===== src/rtl/mxv_frame_parser_pkg.sv =====
// mxv_frame_parser_pkg: shared command, state and error encodings for the MxV frame parser.
// Rev 1.0
`default_nettype none
package mxv_frame_parser_pkg;

  typedef enum logic [2:0] {
    CMD_MAT_SIZE = 3'd1,
    CMD_RETX     = 3'd2,
    CMD_CAP_INIT = 3'd3,
    CMD_MAT      = 3'd4,
    CMD_VEC      = 3'd5
  } cmd_t;

  typedef enum logic [3:0] {
    ST_IDLE      = 4'd0,
    ST_LEN       = 4'd1,
    ST_CMD       = 4'd2,
    ST_PAYLOAD   = 4'd3,
    ST_EOF_CHK   = 4'd4,
    ST_OPERATION = 4'd5,
    ST_TRANSMIT  = 4'd6,
    ST_CLEAR     = 4'd7,
    ST_ERR       = 4'd8
  } parser_state_t;

  typedef enum logic [1:0] {
    ERR_NONE = 2'd0,
    ERR_LEN  = 2'd1,
    ERR_CMD  = 2'd2,
    ERR_EOF  = 2'd3
  } err_t;

  localparam logic [7:0] FRAME_SOF = 8'hFE;
  localparam logic [7:0] FRAME_EOF = 8'hEF;

endpackage
`default_nettype wire


===== src/rtl/mxv_byte_counter.sv =====
// mxv_byte_counter: loadable up-counter with terminal-count compare.
// Rev 1.0
`default_nettype none
module mxv_byte_counter
  import mxv_frame_parser_pkg::*;
#(
  parameter int W = 5
) (
  input  logic         clk,
  input  logic         rst,
  input  logic         load,
  input  logic [W-1:0] load_val,
  input  logic         inc,
  input  logic [W-1:0] terminal,
  output logic [W-1:0] count,
  output logic         tc
);

  always_ff @(posedge clk) begin
    if (!rst)
      count <= '0;
    else if (load)
      count <= load_val;
    else if (inc)
      count <= count + W'(1);
  end

  assign tc = (count == terminal);

endmodule
`default_nettype wire


===== src/rtl/mxv_frame_parser.sv =====
// mxv_frame_parser: SOF/LEN/CMD/payload/EOF parser and MxV phase sequencer, rev 1.0.
// Define MXV_PARSER_TIMEOUT_EN to abort a frame after TO_CYCLES idle cycles (err_code 3).
`default_nettype none
module mxv_frame_parser
  import mxv_frame_parser_pkg::*;
#(
  parameter int            DW        = 8,
  parameter int            MAX_LEN   = 32,
  parameter logic [DW-1:0] SOF       = DW'(FRAME_SOF),
  parameter logic [DW-1:0] EOF       = DW'(FRAME_EOF),
  parameter int            TO_CYCLES = 100000
) (
  input  logic                       clk,
  input  logic                       rst,
  input  logic [DW-1:0]              rx_data,
  input  logic                       rx_valid,
  input  logic                       op_done,
  input  logic                       tx_done,
  output logic [2:0]                 cmd_id,
  output logic [DW-1:0]              pld_data,
  output logic                       pld_valid,
  output logic [$clog2(MAX_LEN)-1:0] pld_idx,
  output logic                       mat_size_en,
  output logic                       mat_en,
  output logic                       vec_en,
  output logic                       operation_en,
  output logic                       transmit_en,
  output logic                       clear_en,
  output logic                       frame_ok,
  output logic                       frame_err,
  output logic [1:0]                 err_code,
  output logic                       busy
);

  localparam int IW = $clog2(MAX_LEN);
  localparam int CW = $clog2(MAX_LEN + 1);

  if (MAX_LEN < 2 || MAX_LEN >= (1 << DW) || TO_CYCLES < 2) begin : g_bad_params
    $error("mxv_frame_parser: unsupported MAX_LEN/TO_CYCLES");
  end

  parser_state_t state_q, state_d;
  err_t          err_d;
  logic [2:0]    cmd_d;
  logic [CW-1:0] len_q, len_d;
  logic [IW-1:0] cnt;
  logic          cnt_load, cnt_inc, cnt_tc;
  logic          pld_fire, ok_d, timeout, pld_win;

  mxv_byte_counter #(.W(IW)) u_pld_cnt (
    .clk      (clk),
    .rst      (rst),
    .load     (cnt_load),
    .load_val ('0),
    .inc      (cnt_inc),
    .terminal (IW'(len_q - CW'(1))),
    .count    (cnt),
    .tc       (cnt_tc)
  );

`ifdef MXV_PARSER_TIMEOUT_EN
  localparam int TW = $clog2(TO_CYCLES);
  logic [TW-1:0] to_cnt;
  logic          to_tc, in_frame;

  assign in_frame = state_q inside {ST_LEN, ST_CMD, ST_PAYLOAD, ST_EOF_CHK};

  // Held at zero outside a frame and on every byte; counts idle cycles otherwise.
  mxv_byte_counter #(.W(TW)) u_to_cnt (
    .clk      (clk),
    .rst      (rst),
    .load     (rx_valid || !in_frame),
    .load_val ('0),
    .inc      (1'b1),
    .terminal (TW'(TO_CYCLES - 1)),
    .count    (to_cnt),
    .tc       (to_tc)
  );

  assign timeout = in_frame && !rx_valid && to_tc;
`else
  assign timeout = 1'b0;
`endif

  always_comb begin
    state_d  = state_q;
    err_d    = err_t'(err_code);
    cmd_d    = cmd_id;
    len_d    = len_q;
    pld_fire = 1'b0;
    ok_d     = 1'b0;
    cnt_load = 1'b0;
    cnt_inc  = 1'b0;
    case (state_q)
      ST_IDLE: if (rx_valid && rx_data == SOF) begin
        state_d = ST_LEN;
        err_d   = ERR_NONE;
      end
      ST_LEN: begin
        cnt_load = 1'b1;
        if (rx_valid) begin
          if (int'(rx_data) > MAX_LEN) begin
            state_d = ST_ERR;
            err_d   = ERR_LEN;
          end else begin
            len_d   = CW'(rx_data);
            state_d = ST_CMD;
          end
        end
      end
      ST_CMD: if (rx_valid) begin
        if (rx_data >= DW'(CMD_MAT_SIZE) && rx_data <= DW'(CMD_VEC)) begin
          cmd_d   = rx_data[2:0];
          state_d = (len_q == '0) ? ST_EOF_CHK : ST_PAYLOAD;
        end else begin
          state_d = ST_ERR;
          err_d   = ERR_CMD;
        end
      end
      // Length-counted: SOF/EOF values inside the payload are plain data.
      ST_PAYLOAD: if (rx_valid) begin
        pld_fire = 1'b1;
        cnt_inc  = 1'b1;
        if (cnt_tc) state_d = ST_EOF_CHK;
      end
      ST_EOF_CHK: if (rx_valid) begin
        if (rx_data == EOF) begin
          ok_d = 1'b1;
          case (cmd_t'(cmd_id))
            CMD_RETX: state_d = ST_TRANSMIT;
            CMD_VEC:  state_d = ST_OPERATION;
            CMD_MAT:  state_d = ST_CLEAR;
            default:  state_d = ST_IDLE;
          endcase
        end else begin
          state_d = ST_ERR;
          err_d   = ERR_EOF;
        end
      end
      ST_OPERATION: if (op_done) state_d = ST_TRANSMIT;
      ST_TRANSMIT:  if (tx_done) state_d = ST_IDLE;
      default:      state_d = ST_IDLE;
    endcase
    if (timeout) begin
      state_d = ST_ERR;
      err_d   = ERR_EOF;
    end
  end

  // Payload enables cover every pld_valid cycle, including the last byte.
  assign pld_win = (state_d == ST_PAYLOAD) || pld_fire;

  always_ff @(posedge clk) begin
    if (!rst) begin
      state_q      <= ST_IDLE;
      len_q        <= '0;
      cmd_id       <= '0;
      err_code     <= '0;
      pld_data     <= '0;
      pld_valid    <= 1'b0;
      pld_idx      <= '0;
      mat_size_en  <= 1'b0;
      mat_en       <= 1'b0;
      vec_en       <= 1'b0;
      operation_en <= 1'b0;
      transmit_en  <= 1'b0;
      clear_en     <= 1'b0;
      frame_ok     <= 1'b0;
      frame_err    <= 1'b0;
      busy         <= 1'b0;
    end else begin
      state_q      <= state_d;
      len_q        <= len_d;
      cmd_id       <= cmd_d;
      err_code     <= err_d;
      pld_valid    <= pld_fire;
      if (pld_fire) begin
        pld_data <= rx_data;
        pld_idx  <= cnt;
      end
      mat_size_en  <= pld_win && (cmd_d == CMD_MAT_SIZE);
      mat_en       <= pld_win && (cmd_d == CMD_MAT);
      vec_en       <= pld_win && (cmd_d == CMD_VEC);
      operation_en <= (state_d == ST_OPERATION);
      transmit_en  <= (state_d == ST_TRANSMIT);
      clear_en     <= (state_q == ST_CLEAR);
      frame_ok     <= ok_d;
      frame_err    <= (state_d == ST_ERR);
      busy         <= (state_d != ST_IDLE);
    end
  end

endmodule
`default_nettype wire


===== config.mk =====
export PLATFORM = sky130hd
export DESIGN_NAME = mxv_frame_parser
export DESIGN_NICKNAME = d
export VERILOG_FILES = /design/src/rtl/mxv_frame_parser_pkg.sv /design/src/rtl/mxv_byte_counter.sv /design/src/rtl/mxv_frame_parser.sv
export SDC_FILE = /design/constraint.sdc
export NUM_CORES = 1
export LEC_CHECK = 0
export ABC_AREA = 0
export CORE_ASPECT_RATIO = 1.25
export CORE_MARGIN = 2
export CORE_UTILIZATION = 40
export DETAILED_ROUTE_END_ITERATION = 16
export GPL_ROUTABILITY_DRIVEN = 0
export PLACE_DENSITY = 0.73
export SLEW_MARGIN = 20
export SYNTH_ARGS = -nofsm -noshare
export SYNTH_HDL_FRONTEND = slang
export SYNTH_SLANG_ARGS = --single-unit

===== constraint.sdc =====
create_clock -name clk -period 2 [get_ports clk]
set_input_delay 0.4 -clock clk [delete_from_list [all_inputs] [get_ports clk]]
set_output_delay 0.4 -clock clk [all_outputs]
set_load 0.05 [all_outputs]

Word-level counts from Yosys, hierarchy flattened. Cells that the tools add are included. Widths: inputs -> output; s select.

Register bits after elaboration: 43. Latch bits: 0. RAM bits: 0. Bits in read-only memories: 0. Output and inout port bits: 28. Logic and storage cells: 94. Memories: 0.

Add/sub/neg operators: 2. Multiply operators: 0. Divide/modulo/power cells: 0. $lt $le $gt $ge: 3. Eq/ne operators: 27. Shift operators: 0. Mux-type cells: 29. Bitwise gates (word level): 2. Reductions and logical operators: 14.

Operators by type and width (count): $mux 4 (11); $pmux 4 s7 (1); $eq 4x3->1 const B (6); $eq 8x8->1 const B (2); $mux 2 (7); $ne 2x2->1 const B (7); $eq 3x3->1 const B (4); $eq 4x2->1 const B (3); $mux 3 (4); $pmux 3 s3 (1); $ge 8x1->1 const B (1); $gt 8x6->1 const B (1); $le 8x3->1 const B (1); $pmux 2 s4 (1); $reduce_and 8->1 (1); $reduce_bool 4->1 (2); $logic_not 6->1 (1); $reduce_and 3->1 (2); $add 5x1->5 const B (1); $eq 5x5->1 (1); $logic_and 1x1->1 (5); $sub 5x1->5 const B (1); $eq 4x1->1 const B (1); $eq 4x4->1 const B (1); other kinds (7) (11).

Longest topological paths before layout. Gate-level depths: netlist of the first run.

Word-level depth: 8. Mapped depth: 7. Gate-level depth less buffers: 7.

Modules after synthesis. A second synthesis of the first run with hierarchy kept.

Cells, all modules: 255. Area total of the unflattened synthesis: 2177.1 um^2.

Modules (own cells, without submodules): mxv_frame_parser (instances 1, cells each 221, area each 1885.6 um^2); mxv_byte_counter (instances 1, cells each 34, area each 291.5 um^2).

Least setup slack after synthesis of the first run. Ideal clock, no wire load.

Kind: register -> register. From: register len_q[0]. To: register busy. Arrival: 1.832 ns. Data required time: 1.853 ns. Path slack: 0.021 ns. Stages on the path, launching flop included: 8. Path buffers: 0. Cell sequence: dfxtp_1 > inv_1 > ha_1 > xnor2_1 > nor4_2 > a31oi_1 > nor4_2 > a41oi_1.

Longest elaborated chain between the ends: 6.

RTL lines: from (decl) (RTL line mxv_frame_parser.sv:45) `logic [CW-1:0] len_q, len_d;`; from (signal assigned) (RTL line mxv_frame_parser.sv:173) `len_q <= len_d;`; $sub 5x1->5 or $logic_not 6->1 (tied branches) (RTL line mxv_frame_parser.sv:56, mxv_frame_parser.sv:114); $eq 5x5->1 or $mux 3 (tied branches) (RTL line mxv_byte_counter.sv:28, mxv_frame_parser.sv:114); $mux 4, on equally long branches (RTL line mxv_frame_parser.sv:124, mxv_frame_parser.sv:112); $mux 4, on equally long branches (RTL line mxv_frame_parser.sv:121, mxv_frame_parser.sv:111); $pmux 4 s7 (*) (RTL line mxv_frame_parser.sv:94) `case (state_q)`; $reduce_bool 4->1 (*) (RTL line mxv_frame_parser.sv:189) `busy <= (state_d != ST_IDLE);`; to (signal assigned) (RTL line mxv_frame_parser.sv:189); to (decl) (RTL line mxv_frame_parser.sv:32) `output logic busy`.

Every way passes the cells marked *; elsewhere a longest branch is shown, timed or not. A chain may end at the register's enable or synchronous reset.

Worst setup path after layout of the first run. Ends and elaborated chain as after synthesis.

==> results of run 1 <==
-- path summary, 6_finish.rpt --
check | from | to | cells after the start
worst max-delay path | len_q[0] | busy | 8
worst min-delay path | pld_data[3] | pld_data[3] | 2
worst min register to register | pld_data[3] | pld_data[3] | 2
worst max register to register | len_q[0] | busy | 8
-- what timing repair did --
action,4_1_cts,5_1_grt
setup buffers,0,0
resized for setup,6,17
hold endpoints to repair,0,0
endpoints found under the setup margin,14,16
pin swaps,4,10
-- area by class of cell --
| class | count | share of cell area (%) |
|---|---|---|
| sequential | 43 | 28.2 |
| clock inverter | 3 | 2.20 |
| tap | 62 | 2.53 |
| multi-input combinational | 184 | 41.1 |
| clock buffer | 5 | 2.24 |
| timing repair buffer | 79 | 22.7 |
| inverter | 8 | 0.980 |
-- power by group --
group | switching, mW | leakage [nW] | total, mW | internal (mW)
Sequential | 0.000224 | 0.348 | 0.855 | 0.855
Clock | 0.318 | 0.0644 | 0.816 | 0.498
Combinational | 0.0592 | 0.794 | 0.109 | 0.0495
Total | 0.377 | 1.21 | 1.78 | 1.40
-- metal layers --
| layer | track usage [%] | wire length [µm] | vias up |
|---|---|---|---|
| li1 | - | - | 1004 |
| met1 | 22.3 | 2290 | 954 |
| met2 | 35.4 | 2990 | 57 |
| met3 | 3.76 | 238 | 14 |
| met4 | 8.22 | 151 | 0 |
| met5 | 0 | 0 | - |
-- critical path: stages (launching register included) --
cell                      delay (ns)
sky130_fd_sc_hd__dfxtp_2        0.32
sky130_fd_sc_hd__inv_1          0.10
sky130_fd_sc_hd__ha_4           0.21
sky130_fd_sc_hd__xnor2_1        0.13
sky130_fd_sc_hd__nor4_2         0.39
sky130_fd_sc_hd__a31oi_2        0.19
sky130_fd_sc_hd__nor4_2         0.18
sky130_fd_sc_hd__buf_4          0.17
sky130_fd_sc_hd__a41oi_1        0.10
-- flip-flops by register name (all words and copies together) (netlist names) --
name / cells
busy: 1
operation_en: 1
pld_idx: 5
clear_en: 1
cmd_id: 3
frame_err: 1
frame_ok: 1
transmit_en: 1
mat_size_en: 1
vec_en: 1
len_q: 6
pld_valid: 1
state_q: 4
pld_data: 8
u_pld_cnt.count: 5
mat_en: 1
err_code: 2
-- cells in the final DEF, fill, tap and decap left out, types with 2 or more instances in the layout --
cell | Yosys | routed
sky130_fd_sc_hd__nor4_2 | 4 | 4
sky130_fd_sc_hd__o21ai_0 | 2 | 2
sky130_fd_sc_hd__a21o_1 | 4 | 4
sky130_fd_sc_hd__nand2_1 | 40 | 40
sky130_fd_sc_hd__nor3_1 | 6 | 4
sky130_fd_sc_hd__a211oi_1 | 2 | 2
sky130_fd_sc_hd__nor2_1 | 29 | 29
sky130_fd_sc_hd__nor3b_2 | 2 | 2
sky130_fd_sc_hd__nand3b_1 | 4 | 4
sky130_fd_sc_hd__clkbuf_8 | 0 | 5
sky130_fd_sc_hd__bufinv_16 | 0 | 2
sky130_fd_sc_hd__xnor2_1 | 6 | 6
sky130_fd_sc_hd__inv_1 | 8 | 7
sky130_fd_sc_hd__xor2_1 | 4 | 4
sky130_fd_sc_hd__dlygate4sd2_1 | 0 | 3
sky130_fd_sc_hd__dlymetal6s2s_1 | 0 | 6
sky130_fd_sc_hd__nor3b_1 | 2 | 2
sky130_fd_sc_hd__buf_4 | 1 | 42
sky130_fd_sc_hd__clkdlybuf4s50_1 | 0 | 28
sky130_fd_sc_hd__mux2i_1 | 10 | 9
sky130_fd_sc_hd__and3b_1 | 2 | 2
sky130_fd_sc_hd__dfxtp_1 | 43 | 39
sky130_fd_sc_hd__or3b_2 | 2 | 2
sky130_fd_sc_hd__ha_1 | 3 | 2
sky130_fd_sc_hd__a21oi_1 | 18 | 17
sky130_fd_sc_hd__a31oi_1 | 5 | 4
sky130_fd_sc_hd__dfxtp_2 | 0 | 4
sky130_fd_sc_hd__and3_1 | 2 | 2
sky130_fd_sc_hd__o21ai_1 | 2 | 2
sky130_fd_sc_hd__nor2b_1 | 4 | 4
sky130_fd_sc_hd__nand4_1 | 3 | 3
sky130_fd_sc_hd__nand2b_1 | 2 | 2
sky130_fd_sc_hd__nor3_4 | 1 | 3
-- stage by stage --
stage	setup TNS [ns]	worst slack [ns]	util [%]	power, mW	cells
global placement	-6.67	-0.371	55.4	0.981	376
finish	0	0.0763	59.5	1.78	384
floorplan	0	0.0208	-	0.915	249
CTS	-0.0260	-0.0260	58.3	1.79	384
detailed placement	-7.75	-0.417	55.4	0.981	376
global route	-0.109	-0.0416	59.5	1.84	384
-- logic make-up after synthesis --
group                    count (synthesis)  synth area share (%)
AND/OR/NAND/NOR                        117                  31.2
AO/OA/AOI/OAI                           44                  14.0
flip-flops                              43                  39.9
buffers and inverters                   22                  4.46
XOR/XNOR                                10                  4.06
multiplexers                            10                  4.64
adder cells (fa/ha/maj)                  3                  1.74
==> out/summary.md, run 1 <==
- status: finished clean
- count of port buffers added during placement: 40
- FF+latch count, synth: 43
- Routed Antenna Nets: 0
- final count of hold timing violations: 0
- number of warnings reported in the yosys synthesis log: 0
- reg2reg setup slack: 0.08 ns
- fin crit share: 96.2%
- total inserted antenna cells: 0
- number of cell rows: 29
- number of hold buffers added after cts: 0
- Die Outline Area: 6010 µm²
- Top FF cell, synth: sky130_fd_sc_hd__dfxtp_1
- leading post-synthesis cells by instance count: sky130_fd_sc_hd__dfxtp_1 (43), sky130_fd_sc_hd__nand2_1 (40), sky130_fd_sc_hd__nor2_1 (29)
- element type at the critical path end: register
- nets@finish: 337
- post-synthesis instance area: 2160 µm²
- Worst EP arrival: 2.09 ns
- clock input transition at the sequential cells of the worst setup and hold paths: 0.09 ns
- number of nets produced by synthesis: 265
- via count of the first global-routing pass: 1988
- number of distinct standard cells referenced by the synthesized netlist: 54
- top area cells in the synthesized netlist: sky130_fd_sc_hd__dfxtp_1 (40%), sky130_fd_sc_hd__nand2_1 (7.0%), sky130_fd_sc_hd__nor2_1 (5.0%)
- Worst Setup Start Kind: register
- area delta synth->final: 41.9%
- total number of vias: 2029
- CTS sink cnt: 43
- share of the yosys chip area belonging to registers: 39.9%
- number of pins exceeding their max-slew limit in the final report: 0
- achievable frequency: 520 MHz
- initial antenna violation count: 0
- starting density of the core: 41.9%
- Post-Route Skew: 0.00588 ns
- required time reported for the critical path endpoint: 2.17 ns
- filler cell count: 463
- Synth area leader: sky130_fd_sc_hd__dfxtp_1
- clock latency at the later pin of the worst-skew pair: 0.30 ns
- total placed instance area: 2860 µm²
- number of design-rule violations left by the first detailed-router iteration: 112
- Pwr Density: 581 nW/µm²
- wire length of the first global-routing pass: 9.34 mm
- post-detail-place hpwl: 4.25 mm
- peak fanout along the critical path: 4
- setup-violating endpoint count in the final report: 0
- reported max-cap violation count: 0
- synthesized netlist cell count: 249
- floorplan die height: 86.2 µm
- layout cell share with drive strength beyond 1: 25.2%
- DRT Pass-1 Iters: 4
- area used by sequential logic in the layout: 866 µm²
- slew at the pin with the worst max-slew slack: 0.509 ns
- count of flip-flops with a built-in enable after synthesis: 0
- Max IR drop VDD: 0.501 mV
- H-tree depth reported by CTS: 2
- Leakage: 1.21 nW
- worst hold path type: reg -> reg
- leftover overflow at the end of global routing: 0
- average vias per placed instance: 5.28
- average wire per cell in the routed design: 14.8 µm
- Horiz. Die Dim: 69.7 µm
- CTS Root Buffer Type: sky130_fd_sc_hd__clkbuf_8
- All-Layer GR Usage: 19.5%
- CTS tree: yes
- area of the core region: 5150 µm²
- post-layout min period: 1.92 ns
- share of synthesized flip-flops with an asynchronous set or reset: 0%
- Inserted Clock Buffers: 5
- tightest hold margin: 0.458 ns
- clk buf depth: 2
- area of combinational cells with multiple inputs: 1260 µm²
- Slew headroom: 66.0%
- Avg Inst Size Synth: 8.67 µm²
- post-route cell area: 3070 µm²
- proportion of netlist area held by the largest area contributor: 39.9%
- largest net degree at the start of global routing: 17
- library cell with the highest instance count after synthesis: sky130_fd_sc_hd__dfxtp_1
- wire length reported by the detailed router: 5.67 mm
- Top-Level Pins: 41
- DRC viols: 0
- classification of the worst setup path: reg -> reg
Power figures use the tool's default switching activity.
==> inputs of run 2 (changes only) <==
GPL_ROUTABILITY_DRIVEN = unset   (was 0)
==> results of run 2 <==
Final layout, timing and power as in run 1 (identical DEF).
